==> config.mk <==
export PLATFORM = sky130hd
export DESIGN_NAME = preg_alloc_ctrl
export DESIGN_NICKNAME = d
export VERILOG_FILES = /design/src/rtl/rename_pkg.sv /design/src/rtl/preg_fifo.sv /design/src/rtl/preg_alloc_ctrl.sv
export SDC_FILE = /design/constraint.sdc
export NUM_CORES = 1
export LEC_CHECK = 0
export CAP_MARGIN = 20
export CORE_ASPECT_RATIO = 2
export CORE_UTILIZATION = 50
export DETAILED_ROUTE_END_ITERATION = 8
export GPL_TIMING_DRIVEN = 0
export HOLD_SLACK_MARGIN = 0.12
export PLACE_DENSITY = 0.66
export SLEW_MARGIN = 20
export SYNTH_ARGS = -nofsm -noshare
export SYNTH_HDL_FRONTEND = slang
export SYNTH_HIERARCHICAL = 1
export SYNTH_SLANG_ARGS = --single-unit
==> constraint.sdc <==
create_clock -name clk -period 5.62 [get_ports clk]
set_input_delay 0.562 -clock clk [delete_from_list [all_inputs] [get_ports clk]]
set_output_delay 0.562 -clock clk [all_outputs]
set_load 0.1 [all_outputs]
==> src/rtl/rename_pkg.sv <==
// Shared rename-stage types and sizing, also consumed by the freepool/RAT rework.
package rename_pkg;

  localparam int NUM_PREG   = 128;
  localparam int NUM_AREG   = 32;
  localparam int PREG_W     = $clog2(NUM_PREG);
  localparam int AREG_W     = $clog2(NUM_AREG);
  localparam int FIFO_DEPTH = NUM_PREG - NUM_AREG;
  localparam int LOW_WATER  = 4;

  typedef logic [PREG_W-1:0] preg_t;
  typedef logic [AREG_W-1:0] areg_t;

  typedef enum logic {INIT = 1'b0, RUN = 1'b1} alloc_state_e;

  // Pool pointers run 0..FIFO_DEPTH-1, which is not a power of two, so wrap explicitly.
  function automatic preg_t ptr_inc(input preg_t p);
    return (p == preg_t'(FIFO_DEPTH - 1)) ? '0 : p + 1'b1;
  endfunction

endpackage

==> src/rtl/preg_fifo.sv <==
// Circular store of free preg numbers; callers are trusted never to push when full or pop when empty.
module preg_fifo
  import rename_pkg::*;
(
  input  logic              clk,
  input  logic              rst_n,
  input  logic              push,
  input  preg_t             push_data,
  input  logic              pop,
  output preg_t             pop_data,
  output logic              full,
  output logic              empty,
  output logic [PREG_W-1:0] count
);

  preg_t mem [FIFO_DEPTH];
  preg_t head;
  preg_t tail;

  // Storage is deliberately left unreset; the init sequencer rewrites every entry.
  always_ff @(posedge clk) begin
    if (push) mem[tail] <= push_data;
  end

  always_ff @(posedge clk or negedge rst_n) begin
    if (!rst_n) begin
      head  <= '0;
      tail  <= '0;
      count <= '0;
    end else begin
      if (push) tail <= ptr_inc(tail);
      if (pop)  head <= ptr_inc(head);
      case ({push, pop})
        2'b10:   count <= count + 1'b1;
        2'b01:   count <= count - 1'b1;
        default: count <= count;
      endcase
    end
  end

  assign pop_data = mem[head];
  assign full     = (count == PREG_W'(FIFO_DEPTH));
  assign empty    = (count == '0);

endmodule

==> src/rtl/preg_alloc_ctrl.sv <==
// Physical-register free pool controller: init sequencing, RENAME grants and RETIRE reclaims.
module preg_alloc_ctrl
  import rename_pkg::*;
(
  input  logic              clk,
  input  logic              rst_n,
  output logic              ready,
  input  logic              alloc_req,
  output logic              alloc_grant,
  output preg_t             alloc_preg,
  input  logic              free_valid,
  input  preg_t             free_preg,
  output logic [PREG_W-1:0] free_count,
  output logic              low_water,
  output logic              err
);

  localparam logic [0:0] ST_INIT = 1'b0;
  localparam logic [0:0] ST_RUN  = 1'b1;

  logic [0:0]        state;
  preg_t             init_ctr;
  logic              in_run;
  logic              init_last;
  logic              push;
  logic              pop;
  preg_t             push_data;
  preg_t             pop_data;
  logic              full;
  logic              empty;
  logic [PREG_W-1:0] count;
  logic [PREG_W-1:0] count_next;
  logic              bad_zero;
  logic              bad_range;
  logic              overflow;
  logic              free_ok;

  assign in_run    = (state == ST_RUN);
  assign init_last = (init_ctr == preg_t'(NUM_PREG - 1));

  // p0 is x0 and may never re-enter the pool; range guard only matters for non-power-of-2 pools.
  assign bad_zero  = (free_preg == '0);
  assign bad_range = (32'(free_preg) >= 32'(NUM_PREG));

  assign alloc_grant = in_run && alloc_req && !empty;
  assign overflow    = full && !alloc_grant;
  assign free_ok     = in_run && free_valid && !bad_zero && !bad_range && !overflow;

  assign push       = in_run ? free_ok : 1'b1;
  assign push_data  = in_run ? free_preg : init_ctr;
  assign pop        = alloc_grant;
  assign alloc_preg = (in_run && !empty) ? pop_data : '0;
  assign ready      = in_run;
  assign count_next = count + PREG_W'(push) - PREG_W'(pop);

  preg_fifo u_fifo (
    .clk       (clk),
    .rst_n     (rst_n),
    .push      (push),
    .push_data (push_data),
    .pop       (pop),
    .pop_data  (pop_data),
    .full      (full),
    .empty     (empty),
    .count     (count)
  );

  // Status outputs track the post-edge count; low_water stays quiet until the pool is live.
  always_ff @(posedge clk or negedge rst_n) begin
    if (!rst_n) begin
      state      <= ST_INIT;
      init_ctr   <= preg_t'(NUM_AREG);
      free_count <= '0;
      low_water  <= 1'b0;
      err        <= 1'b0;
    end else begin
      if (!in_run) begin
        init_ctr <= init_ctr + 1'b1;
        if (init_last) state <= ST_RUN;
      end
      free_count <= count_next;
      low_water  <= (in_run || init_last) && (count_next < PREG_W'(LOW_WATER));
      if (in_run && free_valid && (bad_zero || bad_range || overflow)) err <= 1'b1;
    end
  end

endmodule

======== Word-level counts from Yosys, hierarchy flattened ========
Memories as Yosys holds them, arrays and structs flattened.
Index checks and enable logic that the tools add are counted.
word-level totals
  register bits after elaboration ......... 38
  RAM bits ................................ 672
  input port bits ......................... 11
  output and inout port bits .............. 18
  logic and storage cells ................. 51
  memories kept ........................... 1
memories
  memory      depth  bits a word  rd ports  clocked after memory_dff  wr ports  line             RTL
  u_fifo.mem  96     7            1         0                         1         preg_fifo.sv:16  preg_t mem [FIFO_DEPTH];
operators by class
  add/subtract/negate cells ............... 7
  $lt $le $gt $ge ......................... 1
  equal/unequal tests ..................... 6
  mux-type cells .......................... 10
  reduce and logical (&&, ||, !) cells .... 18
operator list
  operator             number
  $add 7x1->7 const B  4
  $eq 7x7->1 const B   4
  $mux 7               4
  $logic_not 7->1      2
  $pmux 7 s2           1
  $logic_and 1x1->1    9
  $add 7x1->7          1
  $lt 7x3->1 const B   1
  $sub 7x1->7          1
  $sub 7x1->7 const B  1
  $mux 1               5
  $logic_not 1->1      4
  $eq 2x1->1 const B   1
  $eq 2x2->1 const B   1
  $logic_or 1x1->1     2
  $reduce_bool 2->1    1

======== Depth between registers and ports, before layout ========
Gate-level depths: netlist (run 1).
  depth in word-level cells ............... 12
  depth in mapped cells ................... 19

======== Modules after synthesis ========
The synthesis (run 1) kept the hierarchy.
by module, submodules not included
  module           instances  cells each  area an instance (µm²)
  preg_fifo        1          1376        27420.0
  preg_alloc_ctrl  1          97          1019.7

======== Worst setup path after synthesis (run 1) ========
No wires, ideal clock.
  kind .................................... register to register
  start point ............................. register state (netlist: ready)
  end point ............................... register low_water
  setup time .............................. 80 ps
  arrival time ............................ 4138 ps
  slack ................................... 1402 ps
  stages on the path, launching flop included .. 13
  buffers on the path ..................... 0
  period minus slack after synthesis ...... 4218 ps
  cells stage by stage .................... dfrtp_1 nor2b_1 nand2_1 inv_1 ha_1 inv_1 ha_1 fa_1 a211oi_2 nor2_1 xor2_1 or4b_4 nor3_2
on the way
  cells in the longest elaborated chain, start to end .. 11
  elaborated cells on any way between the ends .. 14
  classes of those cells .................. add/sub: 2; order compare: 1; mux: 1; reduce/logical: 10
RTL lines
  what                              line                   RTL
  from (decl)                       preg_alloc_ctrl.sv:21  logic [0:0] state;
  from (signal assigned)            preg_alloc_ctrl.sv:71  state <= ST_INIT;
  from (signal assigned)            preg_alloc_ctrl.sv:79  if (init_last) state <= ST_RUN;
  $logic_and 1x1->1 * (2 in a row)  preg_alloc_ctrl.sv:45  assign alloc_grant = in_run && alloc_req && !empty;
  via alloc_grant                   preg_alloc_ctrl.sv:9   output logic alloc_grant,
  $logic_not 1->1                   preg_alloc_ctrl.sv:46  assign overflow = full && !alloc_grant;
  $logic_and 1x1->1                 preg_alloc_ctrl.sv:46
  $logic_not 1->1                   preg_alloc_ctrl.sv:47  assign free_ok = in_run && free_valid && !bad_zero && !bad_range && !overflow;
  $logic_and 1x1->1                 preg_alloc_ctrl.sv:47
  $mux 1                            preg_alloc_ctrl.sv:49  assign push = in_run ? free_ok : 1'b1;
  $add 7x1->7                       preg_alloc_ctrl.sv:54  assign count_next = count + PREG_W'(push) - PREG_W'(pop);
  $sub 7x1->7 *                     preg_alloc_ctrl.sv:54
  via count_next[4]                 preg_alloc_ctrl.sv:32  logic [PREG_W-1:0] count_next;
  $lt 7x3->1 *                      preg_alloc_ctrl.sv:82  low_water <= (in_run || init_last) && (count_next < PREG_W'(LOW_WATER));
  $logic_and 1x1->1 *               preg_alloc_ctrl.sv:82
  to (signal assigned)              preg_alloc_ctrl.sv:82
  to (decl)                         preg_alloc_ctrl.sv:14  output logic low_water,
Mark *: on every way through the listed nets, which the timed path passes. The rest lies on a longest branch.
A chain may end at the register's enable or synchronous reset.

======== Worst setup path in the final report (run 1) ========
  start point ............................. register u_fifo.head[3]
  end point ............................... output port alloc_preg[6]
on the way
  cells in the longest elaborated chain, start to end .. 2
RTL lines
  what                    line                   RTL
  from (decl)             preg_fifo.sv:17        preg_t head;
  from (signal assigned)  preg_fifo.sv:32        if (pop) head <= ptr_inc(head);
  $mem_v2 96x7            -
  via pop_data[6]         preg_alloc_ctrl.sv:28  preg_t pop_data;
  $mux 7                  preg_alloc_ctrl.sv:52  assign alloc_preg = (in_run && !empty) ? pop_data : '0;
  to (decl)               preg_alloc_ctrl.sv:10  output preg_t alloc_preg,
The timed path passes the listed nets, and every way through them passes these cells.

==> results of run 1 <==
==> placed cells by master (no fill, tap or decap), types with 27 or more instances in the layout <==
master | netlist | final
edfxtp_1 | 672 | 672
mux4_2 | 128 | 128
nor2_1 | 113 | 113
mux2i_1 | 63 | 63
a22oi_1 | 62 | 62
clkbuf_16 | 0 | 55
clkbuf_1 | 30 | 47
nand2_1 | 44 | 44
dfrtp_1 | 37 | 37
a21oi_1 | 27 | 27
nand3_1 | 27 | 27
==> how the worst max path moves through the flow <==
stage / start / endpoint / slack, ps
finish: u_fifo/head[3] / alloc_preg[6] / 70
global route: u_fifo/head[4] / alloc_preg[6] / 20
CTS: u_fifo/head[4] / alloc_preg[0] / 30
detailed placement: u_fifo/head[3] / alloc_preg[1] / 670
global placement: u_fifo/head[3] / alloc_preg[1] / 670
floorplan: ready / low_water / 1400
==> registers in the layout, indices dropped and copies added (netlist names) <==
register,cells
init_ctr,7
err,1
low_water,1
u_fifo/head,7
free_count,7
u_fifo/mem,672
u_fifo/tail,7
u_fifo/count,7
ready,1
==> routing by layer <==
| metal | wire length [um] | vias to the layer above | track usage (%) |
|---|---|---|---|
| li1 | - | 6158 | - |
| met1 | 22250 | 7578 | 25.23 |
| met2 | 39800 | 500 | 47.58 |
| met3 | 2696 | 183 | 2.728 |
| met4 | 5081 | 0 | 17.04 |
| met5 | 0 | - | 0 |
==> cell families (layout without fill, tap and decap cells) <==
| kind of cell | count (synthesis) | in the layout | synth area share, % |
|---|---|---|---|
| fa+ha+maj | 14 | 14 | 0.6423 |
| mux | 230 | 230 | 14.85 |
| compound gates | 158 | 158 | 3.770 |
| flops | 710 | 710 | 74.30 |
| buf+inv | 96 | 230 | 1.835 |
| simple gates | 238 | 238 | 3.770 |
| xor+xnor | 27 | 27 | 0.8315 |
==> final cells by class <==
type	count	area [um^2]
Buffer	80	461.7
Clock buffer	72	1440
Clock inverter	26	185.2
Fill cell	4253	24640
Inverter	16	60.06
Multi-Input combinational cell	667	6852
Sequential cell	710	21130
Tap cell	750	938.4
Timing Repair Buffer	36	467.9
==> power by group through the flow <==
stage	clock network, mW	registers, mW	logic (mW)
final	3.65	5.70	0.0166
after global routing	3.87	5.69	0.0185
after CTS	3.71	5.70	0.0168
after detailed placement	0	5.81	0.0162
after global placement	0	5.81	0.0143
after floorplan	0	5.81	0.000393
==> worst max-delay path, cell delays in order, from the launching register on <==
cell and delay (ps):
dfrtp_1 350, buf_2 230, buf_2 290, nor2_1 610, clkbuf_1 590, a22oi_1 140, a21oi_1 450, o22ai_1 260
nand2_1 170, and2_1 140, clkdlybuf4s50_1 1140
==> through the flow <==
step | area (um^2) | cells | total power [mW]
after global routing | 31540 | 2357 | 9.580
after CTS | 31510 | 2357 | 9.422
after detailed placement | 29880 | 2258 | 5.829
final | 31540 | 2357 | 9.362
after floorplan | 28440 | 1473 | 5.813
after global placement | 29660 | 2251 | 5.827
==> timing repair <==
| item | 4_1_cts | 5_1_grt |
|---|---|---|
| hold endpoints to repair | 10 | 0 |
| setup endpoints to repair | 2 | 3 |
| hold buffers | 1 | 0 |
| gates resized for setup | 2 | 3 |
==> flow_metrics.env, run 1 <==
export IMPL_avgViaCountPerCell=6.118
export IMPL_die_area_um2=57890
export IMPL_fin_tns_setup_ps=0
export IMPL_syn_area_um2=28440
export IMPL_min_path_type="in -> async"
export IMPL_synth_most_common_cell="edfxtp_1"
export IMPL_timing_rr_start="u_fifo/count[2]"
export IMPL_hold_viol=0
export IMPL_dp_hpwl_mm=49.47
export IMPL_rsz0062_at_grt="false"
export IMPL_ant_nets=0
export IMPL_grt_ovfl_total=0
export IMPL_reg2reg_depth=15
export IMPL_coreArea_um2=56170
export IMPL_power_switching_mw=1.761
export IMPL_slew_headroom_pct=27.99
export IMPL_drt_first_pass_iters=5
export IMPL_finalCritPeriodShare_pct=98.70
export IMPL_p_per_area_nw_per_um2=296.9
export IMPL_cts_sinks=710
export IMPL_slew_violations=0
export IMPL_r2r_end="low_water"
export IMPL_nets=1591
export IMPL_vias=14420
export IMPL_grt_use_total_pct=25.14
export IMPL_crit_fanout=10
export IMPL_fin_crit_ps=5547
export IMPL_drc=0
export IMPL_critPathKind="reg -> out"
export IMPL_synthesis_nets=1498
export IMPL_synth_edf_count=672
export IMPL_preCtsSetupSlack_ps=671.0
export IMPL_final_core_util_pct=56.14
export IMPL_grt_pass1_wl_mm=101.8
export IMPL_start_util_pct=50.63
export IMPL_synth_area_top_cells="edfxtp_1 (71%), mux4_2 (10%), dfrtp_1 (3.3%), mux2i_1 (2.2%), mux4_1 (1.7%)"
export IMPL_worst_clock_skew_ps=17.22
export IMPL_holdWs_ps=388.3
export IMPL_ys_ff_latch=710
export IMPL_vdd_drop_max_v=0.0003159
export IMPL_gp_congestion=0.9150
export IMPL_post_drt_wl_per_cell_um=29.62
export IMPL_pin_count=29
export IMPL_dieWidth_um=170.6
export IMPL_status="finished, final reports clean"
export IMPL_synthTopCellsByCount="edfxtp_1 (672), mux4_2 (128), nor2_1 (113)"
export IMPL_p_comb_share_pct=0.2
export IMPL_p_clk_share_pct=39.0
export IMPL_setup_ws_ps=73.22
export IMPL_totalWireLength_mm=69.82
export IMPL_insertion_delay_ps=610
export IMPL_grt_max_degree=97
export IMPL_drive_gt1_share_pct=18.23
export IMPL_cts_tree="done"
export IMPL_yosysUniqueCellTypes=55
export IMPL_yosysTopAreaCell="edfxtp_1"
export IMPL_start_kind="flop"
export IMPL_avgSynthCellArea_um2=19.31
export IMPL_tightest_slew_ps=1080
export IMPL_cts_setup_buffers=0
export IMPL_synthFlopType="edfxtp_1"
export IMPL_drtIter0Drc=1187
export IMPL_cts_root_buf="clkbuf_16"
export IMPL_ys_seq_area_share_pct=74.30
export IMPL_antenna_found_initial=0
export IMPL_ys_warn_count=6
export IMPL_reg2reg_slack_ps=1160
export IMPL_portBuffers=28
export IMPL_grt_pass1_vias=15510
export IMPL_die_h_um=339.3
export IMPL_path_clk_slew_ps=70
export IMPL_required_ps=5060
export IMPL_synth_top_area_share_pct=70.95
export IMPL_seqPwrFrac_pct=60.8
export IMPL_fmax_ghz=0.1803
export IMPL_rows=123
export IMPL_leakage_nw=9.019
export IMPL_p_int_mw=7.600
export IMPL_cts_made_buffers=55
export IMPL_syn_instance_count=1473
export IMPL_synthArstFlopShare_pct=5.352
export IMPL_htree_num_levels=2
export IMPL_cap_violations=0
export IMPL_area_delta_synth_final_pct=10.89
export IMPL_worst_setup_path_end_kind="output pin"
export IMPL_sw_frac_of_total_pct=18.81
export IMPL_setup_viol=0
export IMPL_insertedDiodeCount=0
export IMPL_cp_arrival_ps=4980
export IMPL_cts_buffer_depth=3
No activity file was read; power rests on OpenSTA's default activity.
==> run 2, diff against run 1 <==
Settings changed: CAP_MARGIN 20 to 25, MAX_ROUTING_LAYER from default to met4.
==> run 2 against run 1 <==
Sequential power about the same. Global-route usage increased by 1.0 points. Non-clock buffer count increased by 3. Total power increased by 5.3%. Fmax is 0.62% lower. Critical path type unchanged. Largest power group unchanged.
==> flow_metrics.env, run 2 (synthesized netlist as in run 1, its figures left out) <==
export IMPL_cts_root_buf="clkbuf_16"
export IMPL_drc=0
export IMPL_slew_violations=0
export IMPL_r2r_end="low_water"
export IMPL_vdd_drop_max_v=0.0002789
export IMPL_dpl_cell_count=2260
export IMPL_final_common_cell="edfxtp_1"
export IMPL_start_util_pct=50.63
export IMPL_largest_reg_flops=672
export IMPL_grt_max_degree=97
export IMPL_totalWireLength_mm=70.51
export IMPL_setup_viol=0
export IMPL_critPathKind="reg -> out"
export IMPL_reg2reg_slack_ps=1070
export IMPL_cap_violations=0
export IMPL_grt_ovfl_total=0
export IMPL_portBuffers=28
export IMPL_cts_buffer_depth=3
export IMPL_post_drt_wl_per_cell_um=29.85
export IMPL_avgViaCountPerCell=6.158
export IMPL_dieWidth_um=170.6
export IMPL_ant_nets=0
export IMPL_die_area_um2=57890
export IMPL_die_h_um=339.3
export IMPL_cpPeakStageDelay_ps=1130
export IMPL_pin_count=29
export IMPL_path_clk_slew_ps=70
export IMPL_holdWs_ps=374.3
export IMPL_start_kind="flop"
export IMPL_htree_num_levels=2
export IMPL_cts_made_buffers=55
export IMPL_cp_arrival_ps=5020
export IMPL_hold_viol=0
export IMPL_finalNonFillerCells=2362
export IMPL_area_delta_synth_final_pct=11.90
export IMPL_crit_fanout=10
export IMPL_antenna_found_initial=0
export IMPL_drive_gt1_share_pct=19.23
export IMPL_drt_first_pass_iters=5
export IMPL_rsz0062_at_grt="false"
export IMPL_fmax_ghz=0.1792
export IMPL_worst_setup_path_end_kind="output pin"
export IMPL_insertedDiodeCount=0
export IMPL_required_ps=5060
export IMPL_nets=1594
export IMPL_fin_crit_ps=5581
export IMPL_cts_sinks=710
export IMPL_grt_pass1_wl_mm=102.5
export IMPL_p_per_area_nw_per_um2=309.9
export IMPL_final_cell_mix="edfxtp_1 (672), mux4_2 (128), nor2_1 (113), mux2i_1 (63), a22oi_1 (62)"
export IMPL_crit_family="buffers and inverters"
export IMPL_worst_clock_skew_ps=19.94
export IMPL_slew_headroom_pct=30.10
export IMPL_vias=14550
export IMPL_reg2reg_depth=15
export IMPL_power_total_mw=9.862
export IMPL_grt_use_total_pct=26.18
export IMPL_finalCritPeriodShare_pct=99.31
export IMPL_path_cells="buf_1 -> clkbuf_1 -> clkbuf_1 -> a31oi_1 -> nand2_1 -> o22ai_1 -> nand2_1 -> and2_1 -> clkdlybuf4s50_1"
export IMPL_grt_pass1_vias=15560
export IMPL_gp_congestion=0.9309
export IMPL_regMostFlops="u_fifo/mem"
export IMPL_slowest_stage="clkdlybuf4s50_1"
export IMPL_dp_hpwl_mm=49.53
export IMPL_timing_rr_start="u_fifo/count[2]"
export IMPL_tightest_slew_ps=1041
export IMPL_leakage_nw=9.165
export IMPL_min_path_type="in -> async"
export IMPL_path_buf_inv=4
export IMPL_insertion_delay_ps=610
export IMPL_cts_tree="done"
export IMPL_fin_tns_setup_ps=0
export IMPL_drtIter0Drc=1266
export IMPL_rows=123
export IMPL_status="finished, final reports clean"
export IMPL_coreArea_um2=56170
==> run 2: changes by cell type in the layout (fill, tap and decap cells not counted), sizes merged <==
cell	previous run	this run
buf	58	60
inv	16	17
dlygate4sd2	2	4
clkinvlp	5	3
clkbuf	102	100
clkinv	19	17
bufinv	2	10
dlymetal6s2s	3	1
==> run 2: report_power, final <==
group	internal (mW)	total (mW)	switching, mW
logic	0.00790	0.0163	0.00841
clock network	2.35	4.15	1.80
registers	5.70	5.70	0
==> run 2: through the flow <==
step	setup WS [ps]	util, %	instance area, um^2
after floorplan	1402	-	28440
after global placement	674.3	52.80	29660
after detailed placement	658.0	53.21	29890
after CTS	66.51	56.63	31810
after global routing	23.12	56.66	31830
final	38.73	56.66	31830
==> run 2: layout make-up <==
cell class,instances,area (um^2)
Fill cell,4192,24350
Sequential cell,710,21130
Multi-Input combinational cell,667,6842
Clock buffer,69,1499
Tap cell,750,938.4
Timing Repair Buffer,39,475.5
Buffer,80,461.7
Clock inverter,31,417.9
Inverter,16,60.06
==> run 2: what timing repair did <==
action                                  CTS  global route
hold buffers                              1             0
hold endpoints to repair                 20             0
pin swaps                                 0             0
setup buffers                             0             0
endpoints found under the setup margin    4             1
cloned                                    0             0
gates resized for setup                   4             1
==> run 2: layer usage <==
layer / wire, um / GRT usage (%) / vias to the layer above
met1: 21830 / 25.24 / 7572
met5: 0 / - / -
met2: 39540 / 47.58 / 596
met3: 3334 / 2.926 / 219
met4: 5810 / 18.49 / 0
li1: - / - / 6159
==> run 2: worst max path at each step <==
| stage | start | endpoint | slack (ps) | depth (start not counted) |
|---|---|---|---|---|
| finish | u_fifo/head[4] | alloc_preg[6] | 40 | 9 |
| global placement | u_fifo/head[3] | alloc_preg[1] | 670 | 10 |
| global route | u_fifo/head[4] | alloc_preg[6] | 20 | 9 |
| detailed placement | u_fifo/head[1] | alloc_preg[2] | 660 | 10 |
| CTS | u_fifo/head[4] | alloc_preg[4] | 70 | 9 |
| floorplan | ready | low_water | 1400 | 12 |
==> run 3, diff against run 2 <==
Settings changed: CAP_MARGIN 25 to default, SYNTH_HIERARCHICAL 1 to default.
==> run 3 against run 2 <==
Wire length rose by 5.2%. Setup slack improved by 52 ps. Sequential share of layout area decreased by 0.28 points. Clock skew is 13 ps higher. Flip-flop and latch count is the same. First-iteration DRC count rose by 16%. Die area up 0.58%. Clock-buffer cell count is 8 higher. Hold slack got worse by 31 ps. Total power is 0.24% higher. Critical path depth up 1. Largest power group unchanged.
==> flow_metrics.env, run 3 <==
export IMPL_status="finished, final reports clean"
export IMPL_slew_violations=0
export IMPL_final_cell_mix="edfxtp_1 (672), mux4_2 (128), nor2_1 (108), mux2i_1 (78), clkbuf_16 (59)"
export IMPL_cts_root_buf="clkbuf_16"
export IMPL_slew_headroom_pct=17.72
export IMPL_path_buf_inv=6
export IMPL_synthesis_nets=1524
export IMPL_insertedDiodeCount=0
export IMPL_drc=0
export IMPL_timing_rr_start="u_fifo.count[3]"
export IMPL_ys_warn_count=0
export IMPL_syn_area_um2=28610
export IMPL_fmax_ghz=0.1808
export IMPL_avgSynthCellArea_um2=19.17
export IMPL_coreArea_um2=56330
export IMPL_syn_instance_count=1492
export IMPL_holdWs_ps=343.2
export IMPL_pin_count=29
export IMPL_p_per_area_nw_per_um2=309.3
export IMPL_tightest_slew_ps=1234
export IMPL_synthArstFlopShare_pct=5.352
export IMPL_power_total_mw=9.886
export IMPL_antenna_found_initial=0
export IMPL_reg2reg_slack_ps=1200
export IMPL_htree_num_levels=2
export IMPL_synthFlopType="edfxtp_1"
export IMPL_dp_hpwl_mm=51.74
export IMPL_leakage_nw=9.168
export IMPL_required_ps=5060
export IMPL_fin_crit_ps=5530
export IMPL_grt_ovfl_total=0
export IMPL_cts_made_buffers=57
export IMPL_portBuffers=28
export IMPL_reg2reg_depth=15
export IMPL_setup_viol=0
export IMPL_fin_tns_setup_ps=0
export IMPL_hold_viol=0
export IMPL_nets=1621
export IMPL_cpPeakStageDelay_ps=890
export IMPL_critPathKind="reg -> out"
export IMPL_r2r_end="low_water"
export IMPL_worst_clock_skew_ps=33.17
export IMPL_vdd_drop_max_v=0.0002391
export IMPL_worst_setup_path_end_kind="output pin"
export IMPL_synth_most_common_cell="edfxtp_1"
export IMPL_cts_buffer_depth=3
export IMPL_dieWidth_um=171.1
export IMPL_crit_family="buffers and inverters"
export IMPL_gp_congestion=0.9553
export IMPL_start_util_pct=50.79
export IMPL_drt_first_pass_iters=5
export IMPL_drtIter0Drc=1473
export IMPL_avgViaCountPerCell=6.123
export IMPL_cts_setup_buffers=0
export IMPL_synth_area_top_cells="edfxtp_1 (71%), mux4_2 (10%), dfrtp_1 (3.2%), mux2i_1 (2.7%), mux2_2 (1.6%)"
export IMPL_min_path_type="in -> async"
export IMPL_rows=123
export IMPL_cts_tree="done"
export IMPL_vias=14610
export IMPL_grt_max_degree=70
export IMPL_path_cells="buf_2 -> buf_4 -> buf_2 -> buf_2 -> buf_2 -> mux2i_1 -> o21ai_0 -> nand3_1 -> nand3_1 -> dlygate4sd2_1"
export IMPL_totalWireLength_mm=74.16
export IMPL_largest_reg_flops=672
export IMPL_finalCritPeriodShare_pct=98.39
export IMPL_slowest_stage="dlygate4sd2_1"
export IMPL_cpMostUsedCell="buf_2"
export IMPL_area_delta_synth_final_pct=11.73
export IMPL_fillerInstances=4345
export IMPL_ant_nets=0
export IMPL_die_h_um=340.3
export IMPL_yosysUniqueCellTypes=61
export IMPL_final_common_cell="edfxtp_1"
export IMPL_cap_violations=0
export IMPL_grt_pass1_wl_mm=106.5
export IMPL_synthTopCellsByCount="edfxtp_1 (672), mux4_2 (128), nor2_1 (108)"
export IMPL_yosysTopAreaCell="edfxtp_1"
export IMPL_synth_edf_count=672
export IMPL_regMostFlops="u_fifo.mem"
export IMPL_synth_top_area_share_pct=70.54
export IMPL_crit_fanout=10
export IMPL_rsz0062_at_grt="false"
export IMPL_ys_seq_area_share_pct=73.87
export IMPL_post_drt_wl_per_cell_um=31.08
export IMPL_grt_pass1_vias=15490
export IMPL_cts_sinks=710
export IMPL_insertion_delay_ps=640
export IMPL_path_clk_slew_ps=70
export IMPL_drive_gt1_share_pct=19.62
export IMPL_critical_path_depth=10
export IMPL_ys_ff_latch=710
export IMPL_cp_arrival_ps=4970
export IMPL_start_kind="flop"
export IMPL_grt_use_total_pct=27.31
export IMPL_die_area_um2=58230
run 3: cell count changes after synthesis, moves of 14 or more:
cell / change
a21oi_1: -15
a22oi_1: -54
a31oi_1: -14
mux2_2: +20
mux2i_1: +15
o22ai_1: +17
run 3: cell type report:
cell class	count	area, um^2	share of cell area [%]
Clock inverter	29	349.1	1.092
Buffer	77	462.9	1.448
Multi-Input combinational cell	687	6990	21.87
Inverter	17	63.81	0.1996
Timing Repair Buffer	39	461.7	1.445
Tap cell	750	938.4	2.936
Clock buffer	77	1564	4.893
Sequential cell	710	21130	66.11
run 3: cells by family (layout without fill, tap and decap cells):
family,Yosys count,in the layout,synth area share [%]
flip-flops,710,710,73.87
AND/OR/NAND/NOR,260,260,4.282
multiplexers,258,258,15.43
AO/OA/AOI/OAI,124,124,2.865
buffers and inverters,95,239,1.850
XOR/XNOR,24,24,0.7348
adder cells (fa/ha/maj),21,21,0.9710
run 3: how the worst max path moves through the flow:
stage,start,to,slack [ps]
2_1_floorplan,ready,low_water,960
3_3_place_gp,u_fifo.head[1],alloc_preg[6],420
3_5_place_dp,u_fifo.head[1],alloc_preg[6],380
4_1_cts,u_fifo.head[1],alloc_preg[0],120
5_1_grt,u_fifo.head[1],alloc_preg[0],140
6_report,u_fifo.head[1],alloc_preg[0],90
run 3: per-stage QoR:
stage               instances  setup slack [ps]  util (%)  instance area (um^2)
global placement         2270             419.0     52.95                 29830
detailed placement       2280             383.7     53.34                 30050
floorplan                1492             960.6         -                 28610
finish                   2386             90.38     56.74                 31960
global route             2386             139.5     56.74                 31960
CTS                      2386             122.5     56.75                 31970
run 3: what timing repair did:
action	in CTS	in global routing
hold buffers	1	0
resized for setup	6	2
setup endpoints to repair	5	1
hold endpoints to repair	38	0
run 3: routing by layer:
layer / global-route usage (%) / vias to the layer above / part of all wire (%)
met2: 48.38 / 596 / 55
met4: 15.89 / 0 / 6.5
li1: - / 6201 / -
met5: - / - / 0
met1: 29.05 / 7620 / 33
met3: 3.093 / 192 / 5.2
run 3: power by group:
part           leakage, nW  total, mW  internal (mW)  switching [mW]
logic                 2.25     0.0162        0.00793         0.00830
clock network        0.924       4.17           2.32            1.85
registers             5.99       5.70           5.70               0
run 3: worst register-to-register path, delay by kind of cell, from the launching register on:
family	cells	cell delay, ps
AOI/OAI and AO/OA	3	620
and+or+nand+nor	4	1460
xor gates and xnor gates	1	180
DFF	1	450
adders and majority gates	4	1170
buffers and inverters	3	450
==> variant 1 (flow settings as in run 3) <==
Set the package constant `NUM_AREG` to 16 (it was 32).
--- a/src/rtl/rename_pkg.sv
+++ b/src/rtl/rename_pkg.sv
@@ -3,5 +3,5 @@
 
   localparam int NUM_PREG   = 128;
-  localparam int NUM_AREG   = 32;
+  localparam int NUM_AREG   = 16;
   localparam int PREG_W     = $clog2(NUM_PREG);
   localparam int AREG_W     = $clog2(NUM_AREG);
Function: no difference found for any inputs over 4 cycles, from zero or initial values and one cycle with rst_n low; that may be too few to reach the edited logic, so the function may still have changed.
==> variant 1 against run 3 <==
Non-clock buffer count increased by 9; power rose by 15%; global-route usage increased by 2.0 points; largest power group unchanged; sequential share of layout area increased by 0.74 points; area after synthesis rose by 15%; fmax is 1.4% lower; final area rose by 15%; worst setup slack worse by 0.080 ns; highest routed layer unchanged; via count increased by 18%; wire length up 24%; critical path depth did not move; sequential power up 16%; sequential cell count rose by 112.
==> variant 1: results (changes against run 3) <==
** Outcome
- Status :: complete, no violations (unchanged)

** Placement
- Last weighted congestion value of the routability-driven placer :: 0.986 (was 0.955)
- The pre-CTS setup slack came to -0.279 ns (was 0.384 ns).

** Finish
- The layout buffering overhead excluding clock cells came to 2.59% (was 2.89%).
- The clock tree buffer count of the final layout was 88 (was 77).
- The proportion of cell area occupied by multi-input gates came to 21.6% (was 21.9%).
- Clock buffer and inverter area fraction after layout :: 5.81% (was 5.99%)
- Max reg flops :: 784 (was 672)
- Number of nets in the layout :: 1843 (was 1621)
- Multi-Input Combinational :: 780 (was 687)
- The share of cells above drive strength 1 was 18.4% (was 19.6%).

** Synthesis
- Leading cell types by total area after synthesis :: sky130_fd_sc_hd__edfxtp_1 72%, sky130_fd_sc_hd__mux4_2 11%, sky130_fd_sc_hd__mux2i_1 3.8%, sky130_fd_sc_hd__dfrtp_1 2.8%, sky130_fd_sc_hd__nor2_1 1.6% (was sky130_fd_sc_hd__edfxtp_1 71%, sky130_fd_sc_hd__mux4_2 10%, sky130_fd_sc_hd__dfrtp_1 3.2%, sky130_fd_sc_hd__mux2i_1 2.7%, sky130_fd_sc_hd__mux2_2 1.6%)
- The part of the Yosys area used for sequential elements came to 74.4% (was 73.9%).
- The share of flip-flops with an asynchronous set or reset after synthesis is 4.62% (was 5.35%).
- Most common library cells after synthesis: 784 x sky130_fd_sc_hd__edfxtp_1, 164 x sky130_fd_sc_hd__mux4_2, 137 x sky130_fd_sc_hd__nor2_1 (was 672 x sky130_fd_sc_hd__edfxtp_1, 128 x sky130_fd_sc_hd__mux4_2, 108 x sky130_fd_sc_hd__nor2_1).

** Global route
- Global-route wire length before repair :: 128 mm (was 107 mm)
- Met2 track utilization from global routing :: 51.8% (was 48.4%)
- The number of global-route vias before repair came to 17931 (was 15491).

** Setup path
- The data arrival time at the worst-slack endpoint is 5.05 ns (was 4.97 ns).

** Detailed routing
- Post-Route M1 WL :: 28.8 mm (was 24.6 mm)
- Average wire per standard cell :: 33.8 um (was 31.1 um)
- The number of optimization iterations in the first detailed-route pass was 6 (was 5).
- The per-cell via count in the routed design was 6.32 (was 6.12).
- Routed wl met2 :: 50.0 mm (was 40.9 mm)

** Clock network
- The H-tree depth reported by CTS was 3 (was 2).
- TritonCTS Buffers :: 68 (was 57)
- The post-cts gate resize count was 17 (was 6).

** Power and ir drop
- Internal power :: 9190 uW (was 8020 uW)

** STA
- Slew at the pin closest to its max-slew limit :: 1.32 ns (was 1.23 ns)
[variant 1: worst max-delay path: stages, from the launching register on]
cell and delay (ns):
sky130_fd_sc_hd__dfrtp_1 0.39, sky130_fd_sc_hd__buf_2 0.23, sky130_fd_sc_hd__buf_2 0.45, sky130_fd_sc_hd__buf_2 0.47, sky130_fd_sc_hd__buf_2 0.57, sky130_fd_sc_hd__buf_2 0.51
sky130_fd_sc_hd__mux2i_1 0.25, sky130_fd_sc_hd__a22oi_1 0.25, sky130_fd_sc_hd__nand3_1 0.17, sky130_fd_sc_hd__o31ai_1 0.20, sky130_fd_sc_hd__dlygate4sd1_1 0.90
[variant 1: logic make-up (layout without fill, tap and decap cells)]
kind of cell	after synthesis	after routing	synth area share, %
AND/OR/NAND/NOR	288	288	3.96
AO/OA/AOI/OAI	143	143	2.87
flip-flops	822	822	74.4
multiplexers	303	303	15.5
buffers and inverters	104	254	1.75
XOR/XNOR	25	25	0.665
adder cells (fa/ha/maj)	21	21	0.844
[variant 1: worst paths after layout]
path	slack (ns)	startpoint	end
worst max-delay path	0.01	u_fifo.head[1]	alloc_preg[2]
worst min-delay path	0.38	rst_n	free_count[1]
worst max register to register	1.06	u_fifo.count[3]	low_water
worst min register to register	0.49	init_ctr[2]	init_ctr[2]
max in group asynchronous	4.70	rst_n	init_ctr[4]
min in group clk	0.49	init_ctr[2]	init_ctr[2]
[variant 1: power groups by stage]
stage / combinational (uW) / sequential, uW / clock [uW]
6_report: 18.3 / 6600 / 4720
5_1_grt: 19.6 / 6600 / 4970
4_1_cts: 18.3 / 6600 / 4750
3_5_place_dp: 17.7 / 6730 / 0
3_3_place_gp: 15.1 / 6730 / 0
2_1_floorplan: 0.378 / 6730 / 0
==> variant 2 (settings of run 3) <==
Made on the original files. Make the reset (`rst_n`) synchronous in 2 clocked blocks.
--- a/src/rtl/preg_fifo.sv
+++ b/src/rtl/preg_fifo.sv
@@ -23,5 +23,5 @@
   end
 
-  always_ff @(posedge clk or negedge rst_n) begin
+  always_ff @(posedge clk) begin
     if (!rst_n) begin
       head  <= '0;
--- a/src/rtl/preg_alloc_ctrl.sv
+++ b/src/rtl/preg_alloc_ctrl.sv
@@ -67,5 +67,5 @@
 
   // Status outputs track the post-edge count; low_water stays quiet until the pool is live.
-  always_ff @(posedge clk or negedge rst_n) begin
+  always_ff @(posedge clk) begin
     if (!rst_n) begin
       state      <= ST_INIT;
Behaviour: differs if rst_n is asserted again (counterexample within 4 cycles, from zero or initial values and one cycle with rst_n low); with rst_n held inactive, the same outputs for 10 cycles.
==> variant 2 against run 3 <==
Worst setup slack worse by 0.043 ns; critical endpoint is now alloc_preg[4]; core utilization about the same; sequential cell count is 7 higher; highest routed layer unchanged; count of clock-buffer cells in the layout fell by 10; final area grew 0.35%; wire length grew 2.4%; area after synthesis increased by 0.17%; fmax is 0.76% lower; non-clock buffer count shrank 3; critical path type unchanged.
Power is not compared: it rests on default switching activity, and its combinational part moved more than twofold at a synthesized area within 25%.
==> variant 2: results (changes against run 3) <==
** Setup path
- Arrival @ worst endpoint :: 5.01 ns (was 4.97 ns)
- Logic depth of the worst register-to-register path :: 14 (was 15)
- The end of the worst register-to-register path is u_fifo.count[6] (was low_water).
- The delay of the slowest cell on the worst path is 0.87 ns (was 0.89 ns).

** Global route
- The met1 layer usage reported by global route was 30.6% (was 29.0%).
- The maximum number of pins on one net before global-route repair came to 73 (was 70).

** Detailed routing
- Met3 WL post-DR :: 4.46 mm (was 3.86 mm)
- Post-Route M1 WL :: 25.8 mm (was 24.6 mm)
- Routed via count :: 14997 (was 14609)
- The per-cell via count in the routed design was 6.25 (was 6.12).

** Clock network
- Insertion delay to the later sink of the worst-skew pair :: 0.62 ns (was 0.64 ns)
- The total number of clock tree sinks came to 717 (was 710).

** Synthesis
- Total nets after synthesis :: 1540 (was 1524)
- The average footprint of a synthesized cell was 19.0 um^2 (was 19.2 um^2).
- The number of distinct library cells after synthesis was 57 (was 61).
- The part of the Yosys area used for sequential elements was 73.6% (was 73.9%).
- Most common library cells after synthesis :: 672 x sky130_fd_sc_hd__edfxtp_1, 154 x sky130_fd_sc_hd__mux4_2, 119 x sky130_fd_sc_hd__nor2_1 (was 672 x sky130_fd_sc_hd__edfxtp_1, 128 x sky130_fd_sc_hd__mux4_2, 108 x sky130_fd_sc_hd__nor2_1)
- Async set-or-reset flop fraction in the synthesized netlist :: 0% (was 5.35%)

** Placement
- The HPWL after detailed placement came to 51.7 mm (about the same).
- The number of input and output port buffers inserted is 27 (was 28).
- Number of instances in the placed design :: 2294 (was 2280)

** Outcome
- Status :: complete, no violations (unchanged)

** Finish
- The share of cells above drive strength 1 came to 20.1% (was 19.6%).
- The clock tree buffer count of the final layout came to 67 (was 77).
- The fill cell total of the finished layout is 4267 (was 4345).
- The final net count came to 1636 (was 1621).
- The multi-input logic area was 7150 um^2 (was 6990 um^2).

** STA
- The final critical-path required period came to 5.57 ns (was 5.53 ns).
- The minimum hold slack was 0.367 ns (was 0.343 ns).

** Min path
- The type of the worst min-delay path is in -> reg (was in -> async).
==> variant 2: cell types whose count changed in the layout (fill, tap and decap cells not counted), sizes merged, moves of 9 or more <==
cell / change
a21oi: +13
a22oi: +12
and2: +22
dfrtp: -37
dfxtp: +45
mux2: -25
mux4: +17
nand2b: -10
nor2: +11
nor2b: +11
nor3: -9
o21ai: -19
o22ai: -11
==> variant 2: kinds of logic (layout without fill, tap and decap cells) <==
| group | Yosys count | in the layout | share of synthesized area [%] |
|---|---|---|---|
| mux | 246 | 246 | 15.5 |
| compound gates | 121 | 121 | 2.80 |
| fa+ha+maj | 21 | 21 | 0.969 |
| flops | 717 | 717 | 73.6 |
| buf+inv | 94 | 236 | 1.68 |
| simple gates | 290 | 290 | 4.90 |
| xor+xnor | 19 | 19 | 0.581 |
==> variant 2: per-stage QoR <==
step	cell area (um^2)	TNS (ns)
CTS	32100	0
floorplan	28700	0
global placement	29900	-0.0731
detailed placement	30100	0
finish	32100	0
global route	32100	0
